## src/rtl/rom_loader.sv

```systemverilog
// rtl/rom_loader.sv - iNES image loader writing PRG/CHR ROM from a byte stream
//
// Purpose: parses a 16-byte iNES header, optionally skips a 512-byte trainer,
// then writes the PRG and CHR payloads into external ROMs with registered
// single-cycle write strobes.
//
// Ports:
//   clk_in, rst_n_in          clock, asynchronous active-low reset
//   start_in                  pulse: begin loading a new image
//   data_in, data_valid_in    image byte stream
//   data_ready_out            byte accepted this cycle when valid
//   cfg_out, cfg_upd_out      {hdr4,hdr5,hdr6,hdr7,hdr8} and its update pulse
//   prg_nce_out, prg_a_out, prg_r_nw_out, prg_d_out   PRG ROM write port
//   chr_a_out, chr_r_nw_out, chr_d_out                CHR ROM write port
//   done_out, err_out         image loaded / image rejected
module rom_loader (
  input  logic        clk_in,
  input  logic        rst_n_in,
  input  logic        start_in,
  input  logic [7:0]  data_in,
  input  logic        data_valid_in,
  output logic        data_ready_out,
  output logic [39:0] cfg_out,
  output logic        cfg_upd_out,
  output logic        prg_nce_out,
  output logic [14:0] prg_a_out,
  output logic        prg_r_nw_out,
  output logic [7:0]  prg_d_out,
  output logic [13:0] chr_a_out,
  output logic        chr_r_nw_out,
  output logic [7:0]  chr_d_out,
  output logic        done_out,
  output logic        err_out
);

  typedef enum logic [2:0] {
    S_IDLE, S_HDR, S_TRAIN, S_PRG, S_CHR, S_DONE, S_ERR
  } state_t;

  state_t      state_q, state_d;
  logic [14:0] cnt_q, cnt_d;
  logic [7:0]  hdr4_q, hdr5_q, hdr6_q, hdr7_q, hdr8_q;
  logic [39:0] cfg_q;
  logic        cfg_upd_q;
  logic        prg_we_q, chr_we_q;
  logic [14:0] prg_a_q;
  logic [7:0]  prg_d_q, chr_d_q;
  logic [12:0] chr_a_q;

  logic        xfer, cfg_ld, prg_wr, chr_wr, hdr_bad;
  logic [7:0]  magic;
  logic [14:0] prg_last;

  always_comb begin
    state_d        = state_q;
    cnt_d          = cnt_q;
    cfg_ld         = 1'b0;
    prg_wr         = 1'b0;
    chr_wr         = 1'b0;
    case (cnt_q[1:0])
      2'd0:    magic = 8'h4E;
      2'd1:    magic = 8'h45;
      2'd2:    magic = 8'h53;
      default: magic = 8'h1A;
    endcase
    prg_last       = (hdr4_q == 8'd1) ? 15'd16383 : 15'd32767;
    hdr_bad        = !((hdr4_q == 8'd1) || (hdr4_q == 8'd2)) || (hdr5_q > 8'd1);
    data_ready_out = (state_q == S_HDR) || (state_q == S_TRAIN) ||
                     (state_q == S_PRG) || (state_q == S_CHR);
    xfer           = data_valid_in && data_ready_out;
    done_out       = (state_q == S_DONE);
    err_out        = (state_q == S_ERR);

    case (state_q)
      S_IDLE, S_DONE, S_ERR: begin
        if (start_in) begin
          state_d = S_HDR;
          cnt_d   = '0;
        end
      end
      S_HDR: begin
        if (xfer) begin
          cnt_d = cnt_q + 15'd1;
          if ((cnt_q < 15'd4) && (data_in != magic)) begin
            state_d = S_ERR;
            cnt_d   = '0;
          end else if (cnt_q == 15'd15) begin
            cnt_d = '0;
            if (hdr_bad) begin
              state_d = S_ERR;
            end else begin
              cfg_ld  = 1'b1;
              state_d = hdr6_q[2] ? S_TRAIN : S_PRG;
            end
          end
        end
      end
      S_TRAIN: begin
        if (xfer) begin
          cnt_d = cnt_q + 15'd1;
          if (cnt_q == 15'd511) begin
            state_d = S_PRG;
            cnt_d   = '0;
          end
        end
      end
      S_PRG: begin
        if (xfer) begin
          prg_wr = 1'b1;
          cnt_d  = cnt_q + 15'd1;
          if (cnt_q == prg_last) begin
            state_d = (hdr5_q == 8'd1) ? S_CHR : S_DONE;
            cnt_d   = '0;
          end
        end
      end
      S_CHR: begin
        if (xfer) begin
          chr_wr = 1'b1;
          cnt_d  = cnt_q + 15'd1;
          if (cnt_q == 15'd8191) begin
            state_d = S_DONE;
            cnt_d   = '0;
          end
        end
      end
      default: state_d = S_IDLE;
    endcase
  end

  always_ff @(posedge clk_in or negedge rst_n_in) begin
    if (!rst_n_in) begin
      state_q   <= S_IDLE;
      cnt_q     <= '0;
      hdr4_q    <= '0;
      hdr5_q    <= '0;
      hdr6_q    <= '0;
      hdr7_q    <= '0;
      hdr8_q    <= '0;
      cfg_q     <= '0;
      cfg_upd_q <= 1'b0;
      prg_we_q  <= 1'b0;
      prg_a_q   <= '0;
      prg_d_q   <= '0;
      chr_we_q  <= 1'b0;
      chr_a_q   <= '0;
      chr_d_q   <= '0;
    end else begin
      state_q <= state_d;
      cnt_q   <= cnt_d;
      if ((state_q == S_HDR) && xfer) begin
        case (cnt_q)
          15'd4:   hdr4_q <= data_in;
          15'd5:   hdr5_q <= data_in;
          15'd6:   hdr6_q <= data_in;
          15'd7:   hdr7_q <= data_in;
          15'd8:   hdr8_q <= data_in;
          default: ;
        endcase
      end
      // hdr8 was captured seven bytes earlier, so the full config is stable here.
      cfg_upd_q <= cfg_ld;
      if (cfg_ld) cfg_q <= {hdr4_q, hdr5_q, hdr6_q, hdr7_q, hdr8_q};
      // Address/data only move on a write so they hold between strobes.
      prg_we_q <= prg_wr;
      if (prg_wr) begin
        prg_a_q <= cnt_q;
        prg_d_q <= data_in;
      end
      chr_we_q <= chr_wr;
      if (chr_wr) begin
        chr_a_q <= cnt_q[12:0];
        chr_d_q <= data_in;
      end
    end
  end

  assign cfg_out      = cfg_q;
  assign cfg_upd_out  = cfg_upd_q;
  assign prg_nce_out  = ~prg_we_q;
  assign prg_r_nw_out = ~prg_we_q;
  assign prg_a_out    = prg_a_q;
  assign prg_d_out    = prg_d_q;
  assign chr_r_nw_out = ~chr_we_q;
  assign chr_a_out    = {1'b0, chr_a_q};
  assign chr_d_out    = chr_d_q;

endmodule

```

## config.mk

```make
export PLATFORM = sky130hd
export DESIGN_NAME = rom_loader
export DESIGN_NICKNAME = d
export VERILOG_FILES = /design/src/rtl/rom_loader.sv
export SDC_FILE = /design/constraint.sdc
export NUM_CORES = 1
export LEC_CHECK = 0
export CAP_MARGIN = 20
export CORE_UTILIZATION = 48
export CTS_CLUSTER_SIZE = 20
export DETAILED_ROUTE_END_ITERATION = 10
export HOLD_SLACK_MARGIN = 0.12
export PLACE_DENSITY_LB_ADDON = 0.05
export SYNTH_ARGS = -nofsm -noshare
export SYNTH_HDL_FRONTEND = slang
export SYNTH_SLANG_ARGS = --single-unit
```

## constraint.sdc

```tcl
create_clock -name clk_in -period 3.8 [get_ports clk_in]
set_input_delay 0.57 -clock clk_in [delete_from_list [all_inputs] [get_ports clk_in]]
set_output_delay 0.57 -clock clk_in [all_outputs]
set_load 0.05 [all_outputs]
```

# Word-level counts from Yosys, hierarchy flattened
# Cells that the tools add are included.
[op_classes]
order_cmp = 2
bitwise_logic = 2
add_sub_neg = 1
eq_ne = 30
n_mux = 35
reduce_logical = 20
[ops]
columns = ["operator", "count"]
rows = [
  ["$mux W15", 11],
  ["$pmux W15 S5", 1],
  ["$eq A15 B3 Y1 const B", 4],
  ["$mux W3", 11],
  ["$eq A15 B4 Y1 const B", 2],
  ["$pmux W7 S3", 1],
  ["$eq A8 B1 Y1 const B", 2],
  ["$add A15 B1 Y15 const B", 1],
  ["$eq A15 B13 Y1 const B", 1],
  ["$eq A15 B15 Y1", 1],
  ["$eq A15 B9 Y1 const B", 1],
  ["$lt A15 B3 Y1 const B", 1],
  ["$pmux W3 S5", 1],
  ["$mux W1", 10],
  ["$ne A2 B2 Y1 const B", 5],
  ["$reduce_and A2 Y1", 5],
  ["$eq A3 B3 Y1 const B", 3],
  ["$reduce_and A9 Y1", 1],
  ["$eq A8 B2 Y1 const B", 1],
  ["$gt A8 B1 Y1 const B", 1],
  ["$ne A8 B8 Y1", 1],
  ["$eq A3 B2 Y1 const B", 2],
  ["$ne A2 B1 Y1 const B", 3],
  ["$reduce_and A6 Y1", 1],
  ["other kinds (12)", 19],
]
[word_totals]
in_bits = 12
out_inout_bits = 92
regBits = 145
word_cells = 105

# Longest topological paths before layout
# Gate-level depths: netlist of run 1.
[depth]
word_depth = 9
mapped_depth = 10
ltp_nobuf = 8

# Worst setup path after synthesis of run 1
# No wires, ideal clock.
[synth_timing]
path_type = "reg2reg"
start = "register state_q[0]"
end = "register cnt_q[10]"
setup_time_ps = 116
path_buffers = 3
period_less_slack_ps = 2716
path_stages_with_launch = 9
slack_ps = 1084
t_arrival_ps = 2600
cell_sequence = "dfrtp_1 -> clkbuf_1 -> nor2_1 -> xnor2_1 -> and2_1 -> clkbuf_1 -> o21ai_0 -> buf_2 -> o311ai_0"
[synth_between]
elab_chain_len = 7
[synth_rtl]
columns = ["element", "line", "rtl"]
rows = [
  ["from (decl)", "40", "state_t state_q, state_d;"],
  ["from (signal assigned)", "149", "state_q <= state_d;"],
  ["$eq A3 B1 Y1 / $eq A3 B2 Y1 (equally long branches)", "68", "data_ready_out = (state_q == S_HDR) || (state_q == S_TRAIN) ||"],
  ["$logic_or A1 B1 Y1 (2 in series)", "68", ""],
  ["$logic_or A1 B1 Y1 *", "69", "(state_q == S_PRG) || (state_q == S_CHR);"],
  ["net data_ready_out", "22", "output logic data_ready_out,"],
  ["$logic_and A1 B1 Y1 *", "70", "xfer = data_valid_in && data_ready_out;"],
  ["$ne A2 B2 Y1 (no source line)", "-", ""],
  ["$reduce_and A6 Y1 (no source line) *", "-", ""],
  ["to (signal assigned)", "150", "cnt_q <= cnt_d;"],
  ["to (decl)", "41", "logic [14:0] cnt_q, cnt_d;"],
]
# Mark *: on every way through the listed nets, which the timed path passes. The rest lies on a longest branch.
# A chain may end at the register's enable or synchronous reset.

# Final worst setup path of run 1
[layout_timing]
start = "register cnt_q[0]"
end = "register cfg_q[0], in the netlist cfg_out[0]"
[layout_between]
elab_chain_len = 7
[layout_rtl]
columns = ["element", "line", "rtl"]
rows = [
  ["branches (longest 4 deep; another with $lt A15 B3 Y1)", "-", ""],
  ["$mux W1 *", "84", "if ((cnt_q < 15'd4) && (data_in != magic)) begin"],
  ["$mux W1 *", "82", "if (xfer) begin"],
  ["$mux W1 *", "74", "case (state_q)"],
  ["to (signal assigned)", "163", "if (cfg_ld) cfg_q <= {hdr4_q, hdr5_q, hdr6_q, hdr7_q, hdr8_q};"],
  ["to (decl)", "43", "logic [39:0] cfg_q;"],
]
# Mark *: on every way between the ends.

==> impl_metrics.toml, run 1 <==
[cts]
cts_resized = 0
root_buffer = "clkbuf_16"
ctsHoldBuffers = 0
cts_buffers = 17
cts.sinks = 145
cts_tree = "yes"
post_cts_buffers = 0
h-tree-depth = 4
clk_latency_ps = 410
clk_pin_slew_ps = 50
cts_buffer_depth = 2

[job]
maxCapViolations = 0

[synthesis]
syn_avg_cell_area_sq_um = 12.2
ys_ff_latch = 145
synth_commonest_cells = "dfrtp_1, nand2_1, mux2_2, mux2_4, clkbuf_1"
async_flop_share_pct = 100
synth_area_leader_cell = "dfrtp_1"
synthMostInstantiatedCell = "dfrtp_1"
synth_top_area_share_pct = 58.0
synth_edf_count = 0
synth_area_sq_um = 6260
synth_flop_cell = "dfrtp_1"
yosys-top-cells-area = "dfrtp_1, mux2_2, mux2_4, nand2_1, and2_1"
ys_seq_area_share_pct = 58.0
synth.net_count = 532
synthCells = 515
synth.distinct_cells = 57
yosys_warnings = 0

[floorplanning]
io_pins = 104
die_h_um = 116
core_region_area_sq_um = 12700
start_util_pct = 49.4
dieArea_sq_um = 13500
rows = 41
die_w_um = 116

[placement]
pre_cts_ws_ps = 602
portBuffers = 102
dp_cells = 777
dp_hpwl_um = 9960
gp_congestion = 0.881

[grt]
grt_overflow_total = 0
grt_usage_pct = 23.4
grt_pass1_wl_um = 23300
grt_pass1_vias = 4265
grt_max_degree = 87
antenna_found_initial = 0

[worst_setup_path]
end_kind = "register"
slowest_delay_ps = 620
arrival_ps = 3250
path_class = "register to register"
path_max_fanout = 24
cp.required_ps = 4090
cp_cell_sequence = "inv_1 -> ha_1 -> nand2_1 -> o22ai_1 -> and4_1 -> o21ai_1 -> or3_2 -> buf_12 -> mux2_4"
cp_slowest_cell = "or3_2"
critPathLaunchType = "register"

[power]
power.density_nw_per_um2 = 613
leakagePower_nw = 3.86
irDropWorstVdd_v = 0.000353

[route]
detail_route.wl_per_cell_um = 17.6
drt_iter0_drc = 271
drt-total-wl_um = 14200
drc_errors = 0
post_drt_via_cell_ratio = 5.35
vias = 4330
drtAntennaViolNets = 0
drt_pass1_iterations = 8

[sta]
worst_slew_pin_slew_ps = 757
slew_headroom_pct = 49.5
timing.final.ws_setup_ps = 843
finalClockSkew_ps = 6.17
fmax_ghz = 0.338
period_share_pct = 77.8
slew_violations = 0
rsz0062_at_grt = "no"
setup_violations = 0
tns_ps = 0
layout_min_cycle_time_ps = 2960
hold_viol = 0

[min_path]
hold_path.class = "input port to asynchronous set/reset pin"

[final_layout]
layout-drive-gt1-share_pct = 21.5
fin_cells = 809
nNetsFinal = 641
antenna_cells = 0
area_delta_synth_final_pct = 28.5

[run_status]
outcome = "finished clean"
path summary, 6_finish.rpt:
kind                              startpoint            to  slack [ps]  depth (start not counted)
worst max-delay path                cnt_q[0]    cfg_out[0]         840                          9
worst min-delay path                rst_n_in   cfg_out[15]         210                          1
worst max register to register      cnt_q[0]    cfg_out[0]         840                          9
worst min register to register  prg_a_out[6]  prg_a_out[6]         470                          2
max in group asynchronous           rst_n_in  prg_a_out[6]        2690                          2
min in group clk_in             prg_a_out[6]  prg_a_out[6]         470                          2
worst max-delay path: cells and delay by family (launching register included):
family | cells | cell delay, ps
compound gates | 2 | 260
buf+inv | 2 | 400
flops | 1 | 490
simple gates | 3 | 970
fa+ha+maj | 1 | 380
mux | 1 | 310
report_power, final:
part / switching (mW) / internal [mW]
Clock: 0.578 / 0.936
Sequential: 0.154 / 1.73
Combinational: 0.997 / 0.538
final cells by class:
class,instances,area (sq um)
fill,1037,4620
timing repair buffer,119,1160
clock buffer,28,527
sequential,145,3630
clock inverter,4,22.5
inverter,7,26.3
tap,172,215
multi-input combinational,334,2470
per-layer routing:
layer / vias to the layer above / global-route usage [%] / wire length [um]
met1: 2152 / 34.1 / 6760
li1: 2012 / - / -
met4: 0 / 8.46 / 136
met5: - / 0 / 0
met3: 9 / 6.38 / 974
met2: 157 / 33.7 / 6330
placed cells by master, fill, tap and decap left out, types with 3 or more instances in the layout:
master	instances
a21oi_1	6
and2_1	15
and3_1	6
buf_4	16
clkbuf_1	5
clkbuf_16	17
clkbuf_8	6
clkdlybuf4s50_1	101
clkinv_2	3
dfrtp_1	145
ha_1	5
inv_1	7
mux2_2	59
mux2_4	27
nand2_1	97
nand2b_1	7
nand3_1	10
nand4_1	4
nor2_1	13
nor3_1	5
nor4_1	4
o211ai_1	5
o21ai_0	14
o311ai_0	4
o31ai_1	5
or3_1	4
or4_1	3
xor2_1	4
cell families after synthesis:
kind of cell	after synthesis	synth area share, %
DFF	145	58.0
muxes	89	17.6
and+or+nand+nor	180	14.1
adders and majority gates	5	0.999
AOI/OAI and AO/OA	53	5.78
other	1	0.0599
buffers and inverters	36	2.68
xor gates and xnor gates	6	0.839
sequential cells by signal, summed over array words and instances, names as in the netlist, 13 cells and up:
register and count:
chr_a_q 13, cfg_out 40, prg_a_out 15, cnt_q 15
metrics by stage:
stage / total power [mW] / hold WS (ps) / area, sq um / util (%)
after CTS: 4.98 / 229 / 8050 / 63.5
after floorplan: 2.93 / 274 / 6260 / -
after detailed placement: 3.44 / 464 / 7500 / 59.2
final: 4.93 / 206 / 8050 / 63.5
after global placement: 3.42 / 462 / 7500 / 59.2
after global routing: 5.19 / 260 / 8050 / 63.5
Note: power is estimated with default switching activity, not from simulation.
==> run 2: changes to the inputs <==
- clock period: 3.8 -> 2.4 ns (I/O delays scaled with it)
==> impl_metrics.toml, run 2 (synthesis results as in run 1) <==
[run_status]
outcome = "complete, but fails checks"
violations = "setup timing"

[worst_setup_path]
cp_slowest_cell = "or4_4"
path_class = "register to register"
cp_cell_sequence = "or4_4 -> and4bb_4 -> buf_6 -> nand2_1 -> o21ai_2 -> or3_4 -> buf_12 -> mux2_4"
arrival_ps = 2740
slowest_delay_ps = 540
regToRegSetupSlack_ps = -30
timing.rr.end = "cfg_out[22]"
r2r_start = "cnt_q[13]"
cp.required_ps = 2710
worstSetupEndpoint = "cfg_out[22]"
path_max_fanout = 14
r2r_cells = 8
end_kind = "register"
critPathLaunchType = "register"
crit_start = "cnt_q[13]"

[route]
drt-total-wl_um = 15500
post_drt_via_cell_ratio = 5.31
drc_errors = 0
drt_iter0_drc = 230
drtAntennaViolNets = 0
detail_route.wl_per_cell_um = 18.0
vias = 4585
drt_pass1_iterations = 4

[cts]
cts_tree = "yes"
cts_buffer_depth = 2
clk_pin_slew_ps = 60
cts_buffers = 17
root_buffer = "clkbuf_16"
cts.sinks = 145
clk_latency_ps = 430
h-tree-depth = 4

[power]
leakagePower_nw = 4.21
irDropWorstVdd_v = 0.00100
power.density_nw_per_um2 = 986

[grt]
grt_pass1_vias = 4583
antenna_found_initial = 0
grt_overflow_total = 0
grt_max_degree = 52
grt_pass1_wl_um = 24500
grt_usage_pct = 24.7

[floorplanning]
start_util_pct = 49.4
rows = 41
core_region_area_sq_um = 12700
die_w_um = 116
die_h_um = 116
io_pins = 104
dieArea_sq_um = 13500

[placement]
gp_congestion = 0.836
dp_hpwl_um = 10800
portBuffers = 102

[min_path]
hold_path.class = "input port to asynchronous set/reset pin"

[final_layout]
mostFrequentLayoutCell = "dfrtp_1"
layout-drive-gt1-share_pct = 32.0
largest_reg_flops = 40
nNetsFinal = 695
utilization_pct = 68.5
layout_common_cells = "dfrtp_1, clkdlybuf4s50_1, nand2_1"
antenna_cells = 0
area_delta_synth_final_pct = 38.7

[sta]
slew_violations = 0
slew_headroom_pct = 62.0
layout_min_cycle_time_ps = 2430
fmax_ghz = 0.411
hold_viol = 0
timing.final.ws_setup_ps = -32.8
tns_ps = -666
setup_violations = 36
period_share_pct = 101
finalClockSkew_ps = 11.2
worst_slew_pin_slew_ps = 567
rsz0062_at_grt = "yes"

[job]
maxCapViolations = 0
[run 2: changes by cell type in the layout (fill, tap and decap cells not counted), sizes merged, moves of 3 or more]
cell	delta
buf	+56
clkbuf	-6
clkdlybuf4s50	-3
inv	+3
[run 2: per-stage QoR]
| stage | power (mW) | cell area [sq um] | instances | setup slack, ps | hold WS [ps] |
|---|---|---|---|---|---|
| after floorplan | 4.65 | 6270 | 515 | -6.87 | 64.4 |
| after global placement | 5.75 | 7930 | 828 | -185 | 326 |
| after detailed placement | 5.79 | 7930 | 828 | -260 | 332 |
| after CTS | 8.48 | 8590 | 861 | -18.0 | 459 |
| after global routing | 8.93 | 8680 | 863 | -78.3 | 485 |
| final | 8.56 | 8680 | 863 | -32.8 | 452 |
[run 2: routing by layer]
| metal | share of wire (%) | GRT usage, % | routed length (um) | up-vias |
|---|---|---|---|---|
| met5 | 0 | 0 | 0 | - |
| met4 | 1.3 | 8.55 | 197 | 0 |
| met3 | 5.3 | 7.21 | 828 | 17 |
| met2 | 46 | 36.9 | 7080 | 120 |
| met1 | 48 | 34.6 | 7410 | 2336 |
| li1 | - | - | - | 2112 |
[run 2: worst max-delay path, delay by kind of cell (launching register included)]
kind,cells,cell delay [ps]
AND/OR/NAND/NOR,4,1170
multiplexers,1,310
AO/OA/AOI/OAI,1,160
buffers and inverters,2,280
flip-flops,1,390
[run 2: worst min path at each step]
stage | slack, ps | endpoint | cells after the start
floorplan | 60 | cfg_out[0] | 0
finish | 450 | cfg_out[14] | 2
global placement | 330 | cfg_out[11] | 1
detailed placement | 330 | cfg_out[11] | 1
CTS | 460 | hdr4_q[6] | 2
global route | 490 | cfg_out[13] | 2
[run 2: repair_timing]
action	4_1_cts	5_1_grt
setup endpoints to repair	57	88
pin swaps	3	6
endpoints found under the hold margin	48	0
buffers inserted	0	2
resized for setup	16	20
hold buffers	1	0
[run 2: power by group]
group | internal (mW) | total (mW) | leakage, nW | switching [mW]
registers | 2.74 | 2.94 | 1.99 | 0.202
clock network | 1.54 | 2.58 | 0.284 | 1.03
logic | 1.19 | 3.04 | 1.94 | 1.85
[run 2: cell type report]
type,count,area [sq um]
Timing Repair Buffer,173,1620
Fill cell,960,3990
Multi-Input combinational cell,334,2600
Inverter,7,26.3
Clock buffer,22,484
Tap cell,172,215
Clock inverter,10,98.8
Sequential cell,145,3630
